===== src/rtl/rle1_dec.sv =====
// ---------------------------------------------------------------------------
// rle1_dec -- run-length decoder for 2-bit symbols.
//
// Accepts 6-bit run tokens {count[3:0], symbol[1:0]} and expands each into
// `count` consecutive output beats of `symbol`. Both sides use valid/ready
// handshakes; a beat transfers whenever vld and rdy are high at a rising clk.
// Count-0 tokens are consumed and produce nothing.
//
// Configuration macro: RLE1_DEC_CHAIN_EN
//   undefined : input is only ready in IDLE, so each run is followed by one
//               idle cycle before the next token can be taken.
//   defined   : on the last beat of a run, the next token is accepted in the
//               same cycle, so consecutive runs stream without a bubble.
//
// Ports
//   clk                 in   clock, rising edge
//   reset               in   asynchronous active-high reset
//   rle1__input_r       in   [5:2] run count, [1:0] symbol
//   rle1__input_r_vld   in   token valid
//   rle1__input_r_rdy   out  decoder can accept a token
//   rle1__output_s      out  decoded symbol
//   rle1__output_s_vld  out  symbol valid
//   rle1__output_s_rdy  in   downstream accepts the symbol
// ---------------------------------------------------------------------------
module rle1_dec (
  input  logic       clk,
  input  logic       reset,
  input  logic [5:0] rle1__input_r,
  input  logic       rle1__input_r_vld,
  output logic       rle1__input_r_rdy,
  output logic [1:0] rle1__output_s,
  output logic       rle1__output_s_vld,
  input  logic       rle1__output_s_rdy
);

  localparam int unsigned SYM_W = 2;
  localparam int unsigned CNT_W = 4;

  typedef enum logic {
    IDLE = 1'b0,
    EMIT = 1'b1
  } state_e;

  state_e             state_q, state_d;
  logic [SYM_W-1:0]   sym_q, sym_d;
  logic [CNT_W-1:0]   rem_q, rem_d;
  // Cleared by reset, set on the first edge after release: keeps the input
  // side closed while reset is held even though the state reads IDLE.
  logic               armed_q;

  logic [SYM_W-1:0]   tok_sym;
  logic [CNT_W-1:0]   tok_cnt;
  logic               in_hs;
  logic               out_hs;
  logic               last_beat;

  assign tok_sym   = rle1__input_r[SYM_W-1:0];
  assign tok_cnt   = rle1__input_r[SYM_W+CNT_W-1:SYM_W];
  assign in_hs     = rle1__input_r_vld & rle1__input_r_rdy;
  assign out_hs    = rle1__output_s_vld & rle1__output_s_rdy;
  assign last_beat = (rem_q == CNT_W'(1));

  // State and datapath registers.
  always_ff @(posedge clk or posedge reset) begin
    if (reset) begin
      state_q <= IDLE;
      sym_q   <= '0;
      rem_q   <= '0;
      armed_q <= 1'b0;
    end else begin
      state_q <= state_d;
      sym_q   <= sym_d;
      rem_q   <= rem_d;
      armed_q <= 1'b1;
    end
  end

  // Next-state and datapath update.
  always_comb begin
    state_d = state_q;
    sym_d   = sym_q;
    rem_d   = rem_q;
    unique case (state_q)
      IDLE: begin
        if (in_hs && (tok_cnt != '0)) begin
          sym_d   = tok_sym;
          rem_d   = tok_cnt;
          state_d = EMIT;
        end
      end
      EMIT: begin
        if (out_hs) begin
          if (!last_beat) begin
            rem_d = rem_q - CNT_W'(1);
          end else if (in_hs && (tok_cnt != '0)) begin
            // Chained token: reload and keep emitting with no gap.
            sym_d = tok_sym;
            rem_d = tok_cnt;
          end else begin
            rem_d   = '0;
            state_d = IDLE;
          end
        end
      end
      default: begin
        state_d = IDLE;
      end
    endcase
  end

  // Handshake outputs, decoded from the current state.
  always_comb begin
    rle1__input_r_rdy  = 1'b0;
    rle1__output_s_vld = 1'b0;
    rle1__output_s     = sym_q;
    unique case (state_q)
      IDLE: begin
        rle1__input_r_rdy = armed_q;
      end
      EMIT: begin
        rle1__output_s_vld = 1'b1;
`ifdef RLE1_DEC_CHAIN_EN
        rle1__input_r_rdy  = last_beat & rle1__output_s_rdy;
`else
        rle1__input_r_rdy  = 1'b0;
`endif
      end
      default: begin
        rle1__input_r_rdy = 1'b0;
      end
    endcase
  end

endmodule


===== config.mk =====
export PLATFORM = sky130hd
export DESIGN_NAME = rle1_dec
export DESIGN_NICKNAME = d
export VERILOG_FILES = /design/src/rtl/rle1_dec.sv
export SDC_FILE = /design/constraint.sdc
export NUM_CORES = 1
export LEC_CHECK = 0
export ABC_AREA = 0
export BUFFER_PORTS_ARGS = -buffer_cell sky130_fd_sc_hd__buf_2
export CAP_MARGIN = 20
export CORE_MARGIN = 8
export CORE_UTILIZATION = 35
export DETAILED_ROUTE_END_ITERATION = 12
export PLACE_DENSITY = 0.66
export SKIP_CTS_REPAIR_TIMING = 1
export SYNTH_ARGS = -nofsm -noshare
export SYNTH_HDL_FRONTEND = slang
export SYNTH_SLANG_ARGS = --single-unit

===== constraint.sdc =====
create_clock -name clk -period 3.6 [get_ports clk]
set_input_delay 0.72 -clock clk [delete_from_list [all_inputs] [get_ports clk]]
set_output_delay 0.72 -clock clk [all_outputs]
set_load 0.005 [all_outputs]

# ---- After elaboration in Yosys (flattened, before gate mapping)
# Index checks and enable logic that the tools add are counted.
dict set report totals {
  regBits 8
  latch_bits 0
  ramBits 0
  romBits 0
  out_inout_bits 4
  elab_cells 31
  n_memories 0
}
dict set report classes {
  addsub 1
  multipliers 0
  div 0
  n_lt_le_gt_ge 0
  n_eq_ne 4
  shift 0
  mux 15
  bitwise_logic 3
  n_reduce_logical 4
}
# cell n
set ops {}
lappend ops {{4-bit two-way mux} 4}
lappend ops {{4-bit case mux with 2 select lines} 1}
lappend ops {{2-bit two-way mux} 3}
lappend ops {{4-bit by 1-bit equality test with 1-bit output, second input constant} 1}
lappend ops {{1-bit two-way mux} 4}
lappend ops {{2-bit by 1-bit != test with 1-bit output, second input constant} 2}
lappend ops {{1-bit case mux with 2 select lines} 2}
lappend ops {{2-bit case mux with 2 select lines} 1}
lappend ops {{2-bit AND reduction} 2}
lappend ops {{4-bit nonzero test} 1}
lappend ops {{4-bit by 1-bit subtractor with 4-bit output, second input constant} 1}
lappend ops {{1-bit bitwise AND} 2}
lappend ops {{2-bit != test, second input constant} 1}
lappend ops {{1-bit logical AND} 1}
lappend ops {{1-bit NOT} 1}

# ---- Depth between registers and ports, before layout
# Gate-level depths: netlist of the first run.
dict set report logic_depth {
  depth_word 8
  ltp_mapped 6
}

# ---- Worst setup path before layout of the first run
# No wires, ideal clock.
dict set report synth_timing {
  path_type {in2reg}
  start {input rle1__input_r[2]}
  end {register rem_q[3]}
  setup_ps 125
  arrival_ps 1445
  setup_slack_ps 2030
  path_stages 3
  cell_sequence {nor4_4 > o21ai_2 > mux2_4}
}
dict set report synth_between {
  elab_chain_cells 6
  word_cells_on_any_way 8
  cone_classes {eq/ne: 1; mux: 4; reduce/logical: 3}
}
# element line_no
set synth_lines {}
lappend synth_lines {{start, declared} 28} ;# input logic [5:0] rle1__input_r,
lappend synth_lines {{4-bit nonzero test (*)} {85, 95}}
lappend synth_lines {{1-bit logical AND (*)} {85, 95}}
lappend synth_lines {{4-bit two-way mux} 95} ;# end else if (in_hs && (tok_cnt != '0)) begin
lappend synth_lines {{4-bit two-way mux} 93} ;# if (!last_beat) begin
lappend synth_lines {{4-bit two-way mux} 92} ;# if (out_hs) begin
lappend synth_lines {{4-bit case mux with 2 select lines} 83} ;# unique case (state_q)
lappend synth_lines {{end signal, assigned} 73} ;# rem_q <= rem_d;
lappend synth_lines {{end, declared} 46} ;# logic [CNT_W-1:0] rem_q, rem_d;
# Every way passes the cells marked *; elsewhere a longest branch is shown, timed or not. The select of a mux whose other input is x is not followed.
# A chain may end at the register's enable or synchronous reset.

# ---- Final worst setup path of the first run
dict set report layout_timing {
  start {register state_q}
  end {output rle1__input_r_rdy}
}
dict set report layout_between {
  elab_chain_cells 2
}
# element line_no
set layout_lines {}
lappend layout_lines {{start, declared} 44} ;# state_e state_q, state_d;
lappend layout_lines {{start signal, assigned} 71} ;# state_q <= state_d;
lappend layout_lines {{1-bit NOT} 116} ;# unique case (state_q)
lappend layout_lines {{1-bit case mux with 2 select lines (*)} 116}
lappend layout_lines {{end, declared} 30} ;# output logic rle1__input_r_rdy,
# Every way passes the cells marked *; elsewhere a longest branch is shown, timed or not.

==> summary.txt, run 1 <==
Clocking
  • Later-pin clock latency in the skew report: 250 ps
  • Clock transition at the registers of the reported paths: 50 ps
  • CTS root buf: clkbuf_4
  • CTS max path bufs: 2
  • CTS tree: built
  • Htree depth: 1
  • Clock tree sinks: 8
  • Inserted Clock Buffers: 3

Place
  • Routability cong.: 0.786
  • Hpwl dp: 758 µm
  • Worst slack, placed: 1860 ps
  • I/O Buffers: 13
  • Placed Cells incl. Taps: 73

Synthesis
  • Leading cell types by count after synthesis: 8 x dfrtp_1, 5 x a21oi_1, 5 x nor2_1
  • Xor/xnor cell area share of the yosys netlist: 0%
  • Mapped cell area: 468 µm²
  • Syn_nets: 57
  • Synth Area per Inst: 10.4 µm²
  • Mux contribution to synthesized area: 10.2%
  • Largest area contributor in the netlist: dfrtp_1
  • Top cells by area, synth: dfrtp_1 43%, a21oi_1 5.3%, ha_1 5.3%
  • Sequential area share after synthesis: 42.8%
  • Fraction of the mapped netlist area in simple logic gates: 23.5%
  • Largest family of logic cells by synthesized area: simple AND/OR/NAND/NOR gates
  • Ys async rst share: 100%
  • Synth top area share: 42.8%
  • Main synth FF type: dfrtp_1
  • Post-Synth Adder-Cell Area: 5.35%
  • Synth cell types: 22
  • Top-count cell post-synth: dfrtp_1
  • Synthesis warning total: 0
  • Post-synth EDFFs: 0
  • Post-synthesis compound-gate area fraction: 14.2%
  • Yosys reg bits: 8
  • Cells after synthesis: 45

GRT
  • First-pass GRT wire length: 1610 µm
  • Total grt overflow: 0
  • GRT Resource Usage Total: 7.87%
  • Initial antenna violation count: 0
  • Largest net degree at the start of global routing: 10
  • Vias in the first global route: 402

Drt
  • Avg WL per Cell: 12.2 µm
  • Via density: 4.96
  • # DRC: 0
  • Total wire length: 924 µm
  • Post-route ant nets: 0
  • M1 wire length: 423 µm
  • Met3 Wirelength: 50 µm
  • Top Layer Used: met4
  • DRT iter0 DRCs: 9
  • DR pass1 iterations: 4
  • Via count: 377
  • Met2 WL: 420 µm

Finish
  • Share of cells above drive strength 1: 41.0%
  • Nets: 75
  • # diodes: 0
  • Fillers: 129
  • Area growth from synthesis to layout: 22.7%
  • Layout Cells excl Fill: 76

STA
  • RSZ-0062 raised after global routing: no
  • FMAX: 556 MHz
  • Tcrit/Tclk final: 49.9%
  • Slew Viols, Final: 0
  • Worst clock skew: 7.52 ps
  • Setup TNS: 0 ps
  • Crit path time final: 1800 ps
  • Final hold vios: 0
  • Setup WS post-layout: 1800 ps
  • Final setup fails: 0

Setup path
  • Worst setup EP type: output pin
  • Crit Path Class: flip-flop to output pin
  • Crit path DAT: 1080 ps
  • CP max stage delay: 470 ps
  • Startpoint Class: flip-flop
  • Worst Path Buf+Inv: 1
  • Crit path required time: 2880 ps
  • Delay-heaviest family, CP: flip-flops
  • Critical-path cell list: and2b_2 -> buf_2
  • Crit-path slowest cell: dfrtp_1
  • Critical Path Fanout Max: 9

Power and ir drop
  • Pleak: 0.287 nW
  • Maximum VDD drop: 0.276 mV
  • Power per cell area: 766 mW/mm²

Floorplanning
  • Num rows: 13
  • Initial cell density of the core: 36.9%
  • Die ar.: 0.00276 mm²
  • Die height: 52.6 µm
  • IO Pins: 14
  • Die width: 52.6 µm
  • Core area: 0.00127 mm²

Status
  • Status: finished, final reports clean

Run
  • Maxcap violations: 0

Min path
  • Hold WC Path Type: input port to async pin
[cell families after synthesis]
logic type / count (synthesis)
simple gates: 16
compound gates: 10
flops: 8
buf+inv: 4
mux: 4
fa+ha+maj: 2
other cells: 1
[where the power goes]
group / internal (mW) / leakage, nW / switching, mW
registers: 0.131 / 0.0927 / 0.0413
logic: 0.110 / 0.181 / 0.0910
clock network: 0.0380 / 0.0138 / 0.0288
[routing by layer]
layer,up-vias,GRT usage (%)
met5,-,0
met3,3,2.27
met2,12,12.6
met1,176,8.28
li1,186,-
met4,0,6.47
[state kept, by name, summed over array words and instances (netlist names)]
name            count
armed_q             1
rem_q               4
state_q             1
rle1__output_s      2
[through the flow]
step                util (%)  instance area [µm²]  total power, mW  hold WS, ps
CTS                     45.3                  574            0.447          407
finish                  45.3                  574            0.440          405
global route            45.3                  574            0.480          426
detailed placement      43.5                  552            0.375          495
floorplan                  -                  468            0.315          505
global placement        43.5                  552            0.372          484
[area by class of cell]
class | count | area (µm²) | area share [%]
multi-input cells | 33 | 253 | 44.0
flip-flops and latches | 8 | 200 | 34.9
repair buffers | 13 | 65.1 | 11.3
clock buffers | 3 | 22.5 | 3.92
well taps | 15 | 18.8 | 3.27
inverters | 4 | 15.0 | 2.61
[cell usage in the layout (no fill, tap or decap)]
master / netlist / layout
a21oi_1: 5 / 5
nor3_1: 3 / 3
nand2b_1: 1 / 1
nor4_4: 1 / 1
o21ai_1: 1 / 1
mux2_4: 1 / 1
nand3b_4: 1 / 1
o2bb2ai_1: 1 / 1
conb_1: 1 / 1
o21ai_2: 1 / 1
mux2i_1: 1 / 1
nor3b_1: 1 / 1
a22o_2: 1 / 1
nand3_1: 1 / 1
clkbuf_4: 0 / 3
inv_1: 4 / 4
and2b_2: 1 / 1
ha_1: 2 / 2
dfrtp_1: 8 / 8
nand2_1: 2 / 2
a21o_2: 1 / 1
mux2_2: 2 / 2
nor2_1: 5 / 5
buf_2: 0 / 13
[worst paths after layout]
check / slack [ps] / to / start / depth (start not counted)
worst max-delay path: 1800 / rle1__input_r_rdy / state_q / 2
max in group asynchronous: 2950 / rem_q[0] / reset / 2
min in group clk: 510 / rle1__output_s[1] / rle1__output_s[1] / 1
worst max register to register: 2110 / rem_q[0] / rem_q[1] / 6
worst min register to register: 510 / rle1__output_s[1] / rle1__output_s[1] / 1
worst min-delay path: 410 / rle1__output_s[1] / reset / 2
[worst reg2reg max path: cells and delay by family (launching register included)]
| kind | cells | cell delay (ps) |
|---|---|---|
| simple gates | 2 | 460 |
| compound gates | 2 | 230 |
| fa+ha+maj | 1 | 190 |
| buf+inv | 1 | 90 |
| flops | 1 | 390 |
Note: power is estimated with default switching activity, not from simulation.
==> run 2, diff against run 1 <==
--- a/config.mk
+++ b/config.mk
@@ -5,7 +5,7 @@
 export SDC_FILE = /design/constraint.sdc
 export NUM_CORES = 1
 export LEC_CHECK = 0
-export ABC_AREA = 0
+export ABC_AREA = 1
 export BUFFER_PORTS_ARGS = -buffer_cell sky130_fd_sc_hd__buf_2
 export CAP_MARGIN = 20
 export CORE_MARGIN = 8
==> constraint.sdc (replaced) <==
create_clock -name clk -period 1.8 [get_ports clk]
set_input_delay 0.36 -clock clk [delete_from_list [all_inputs] [get_ports clk]]
set_output_delay 0.36 -clock clk [all_outputs]
set_load 0.005 [all_outputs]
==> summary.txt, run 2 <==
Finish
  • Share of cells above drive strength 1: 28.0% (-13 points)
  • Area growth from synthesis to layout: 22.1%
  • Layout Cells excl Fill: 97 (+28%)
  • Max FFs per register: 4 (unchanged)
  • Largest Register: rem_q
  • Nets: 96 (+28%)
  • Most frequent cells in the layout: 24 x nand2_1, 13 x buf_2, 10 x nand3_1, 8 x dfrtp_1, 6 x inv_1
  • Commonest non-fill, non-tap cell in the layout: nand2_1
  • # diodes: 0 (unchanged)

STA
  • Crit path time final: 1400 ps
  • RSZ-0062 raised after global routing: no
  • Final hold vios: 0 (unchanged)
  • Final setup fails: 0 (unchanged)
  • Tcrit/Tclk final: 77.5%
  • Setup TNS: 0 ps (unchanged)
  • Slew Viols, Final: 0 (unchanged)
  • FMAX: 717 MHz
  • Worst clock skew: 1.49 ps (-6.03 ps)

Drt
  • Avg WL per Cell: 10.7 µm (-12%)
  • Via count: 446 (+18%)
  • Post-route ant nets: 0 (unchanged)
  • # DRC: 0 (unchanged)
  • Via density: 4.60 (-7.3%)
  • DR pass1 iterations: 5 (+1)
  • DRT iter0 DRCs: 5 (-4)
  • Total wire length: 1040 µm (+13%)

Place
  • I/O Buffers: 13 (unchanged)
  • Placed Cells incl. Taps: 94 (+29%)
  • Routability cong.: 0.812 (+3.3%)
  • Hpwl dp: 840 µm (+11%)

Clocking
  • CTS root buf: clkbuf_4
  • Inserted Clock Buffers: 3 (unchanged)
  • CTS max path bufs: 2 (unchanged)
  • Later-pin clock latency in the skew report: 260 ps (about the same)
  • Htree depth: 1 (unchanged)
  • Clock tree sinks: 8 (unchanged)
  • CTS tree: built
  • Clock transition at the registers of the reported paths: 50 ps (about the same)

Power and ir drop
  • Sequential Power Share: 36.8% (-2.3 points)
  • Clock Power Share: 15.7% (+0.5 points)
  • Power per cell area: 1510 mW/mm² (+98%)
  • Maximum VDD drop: 0.678 mV (+150%)
  • Sw Share: 42.8% (+6.2 points)
  • P_int: 509 µW (+83%)
  • Pleak: 0.338 nW (+18%)
  • Net switching power: 381 µW (+140%)
  • Gate power share: 47.4% (+1.7 points)

GRT
  • Largest net degree at the start of global routing: 9 (-1)
  • Total grt overflow: 0 (unchanged)
  • Vias in the first global route: 469 (+17%)
  • Initial antenna violation count: 0 (unchanged)
  • First-pass GRT wire length: 1850 µm (+15%)
  • GRT Resource Usage Total: 8.84% (+0.97 points)

Synthesis
  • Yosys reg bits: 8 (unchanged)
  • Syn_nets: 78 (+37%)
  • Mapped cell area: 482 µm² (+2.9%)
  • Synthesis warning total: 0 (unchanged)
  • Cells after synthesis: 66 (+47%)
  • Post-synth EDFFs: 0 (unchanged)
  • Synth cell types: 14 (-36%)
  • Synth Area per Inst: 7.30 µm² (-30%)
  • Main synth FF type: dfrtp_1
  • Largest area contributor in the netlist: dfrtp_1
  • Ys async rst share: 100% (unchanged)
  • Leading cell types by count after synthesis: 24 x nand2_1, 10 x nand3_1, 8 x dfrtp_1
  • Top cells by area, synth: dfrtp_1 42%, nand2_1 19%, nand3_1 10%
  • Sequential area share after synthesis: 41.6% (-1.2 points)
  • Top-count cell post-synth: nand2_1
  • Synth top area share: 41.6% (-1.2 points)

Min path
  • Hold WC Path Type: input port to async pin

Setup path
  • Startpoint Class: flip-flop
  • Flop-to-flop setup slack: 630 ps (-1480 ps)
  • Worst setup EP type: output pin
  • Crit Path Class: flip-flop to output pin
  • Critical Path Fanout Max: 7 (-2)
  • Crit path required time: 1440 ps (-1440 ps)
  • Crit path DAT: 1040 ps (-40 ps)

Floorplanning
  • Core area: 0.00130 mm² (+2.6%)
  • Die height: 53.1 µm (+1.0%)
  • Die ar.: 0.00282 mm² (+2.0%)
  • Die width: 53.1 µm (+1.0%)
  • IO Pins: 14 (unchanged)
  • Num rows: 13 (unchanged)
  • Initial cell density of the core: 37.0% (+0.14 points)

Status
  • Status: finished, final reports clean

Run
  • Maxcap violations: 0 (unchanged)
run 2: cell types whose count changed after synthesis, moves of 3 or more:
cell / change
nand2_1: +22
nand3_1: +9
a21oi_1: -5
nor3_1: -3
run 2: area by class of cell:
cell class                 instances  area [µm²]
clock buffer                       3        22.5
fill                             139         713
inverter                           8        30.0
multi-input combinational         50         251
sequential                         8         200
tap                               15        18.8
timing repair buffer              13        65.1
run 2: kinds of logic after synthesis:
logic type	after synthesis	synth area share, %
AOI/OAI and AO/OA	3	3.64
other	1	0.778
DFF	8	41.6
buffers and inverters	8	6.23
adders and majority gates	2	5.19
and+or+nand+nor	44	42.6
run 2: per-stage QoR:
| step | cell area (µm²) | utilization (%) | setup WS [ps] | hold slack [ps] | power, mW |
|---|---|---|---|---|---|
| 2_1_floorplan | 482 | - | 755 | 176 | 0.630 |
| 3_3_place_gp | 566 | 43.5 | 601 | 325 | 0.749 |
| 3_5_place_dp | 566 | 43.5 | 597 | 329 | 0.755 |
| 4_1_cts | 588 | 45.2 | 390 | 47.2 | 0.902 |
| 5_1_grt | 588 | 45.2 | 337 | 62.5 | 0.989 |
| 6_report | 588 | 45.2 | 405 | 42.0 | 0.890 |
run 2: worst max-delay path: stages, from the launching register on:
cell and delay (ps):
dfrtp_1 430, inv_2 120, nand2_2 80, inv_1 50
buf_2 100
run 2: power by group through the flow:
stage	combinational, mW	clock [mW]	sequential [mW]
after global placement	0.414	0	0.334
after floorplan	0.307	0	0.323
after detailed placement	0.425	0	0.330
after global routing	0.494	0.155	0.340
after CTS	0.425	0.148	0.329
final	0.422	0.140	0.328
run 2: worst paths after layout:
kind / cells past startpoint / from / to
setup reg to reg: 9 / rem_q[0] / rem_q[2]
max in group asynchronous: 2 / reset / rle1__output_s[1]
hold / removal: 2 / reset / rem_q[3]
setup / recovery: 4 / state_q / rle1__input_r_rdy
min in group clk: 2 / rle1__output_s_rdy / state_q
hold reg to reg: 2 / rle1__output_s[0] / rle1__output_s[0]
run 2: metal layers:
layer	vias to the layer above	track usage [%]	share of wire, %
met4	0	3.78	1.1
met3	2	4.48	6.5
met2	13	14.6	48
li1	235	-	-
met1	196	9.16	44
met5	-	0	0
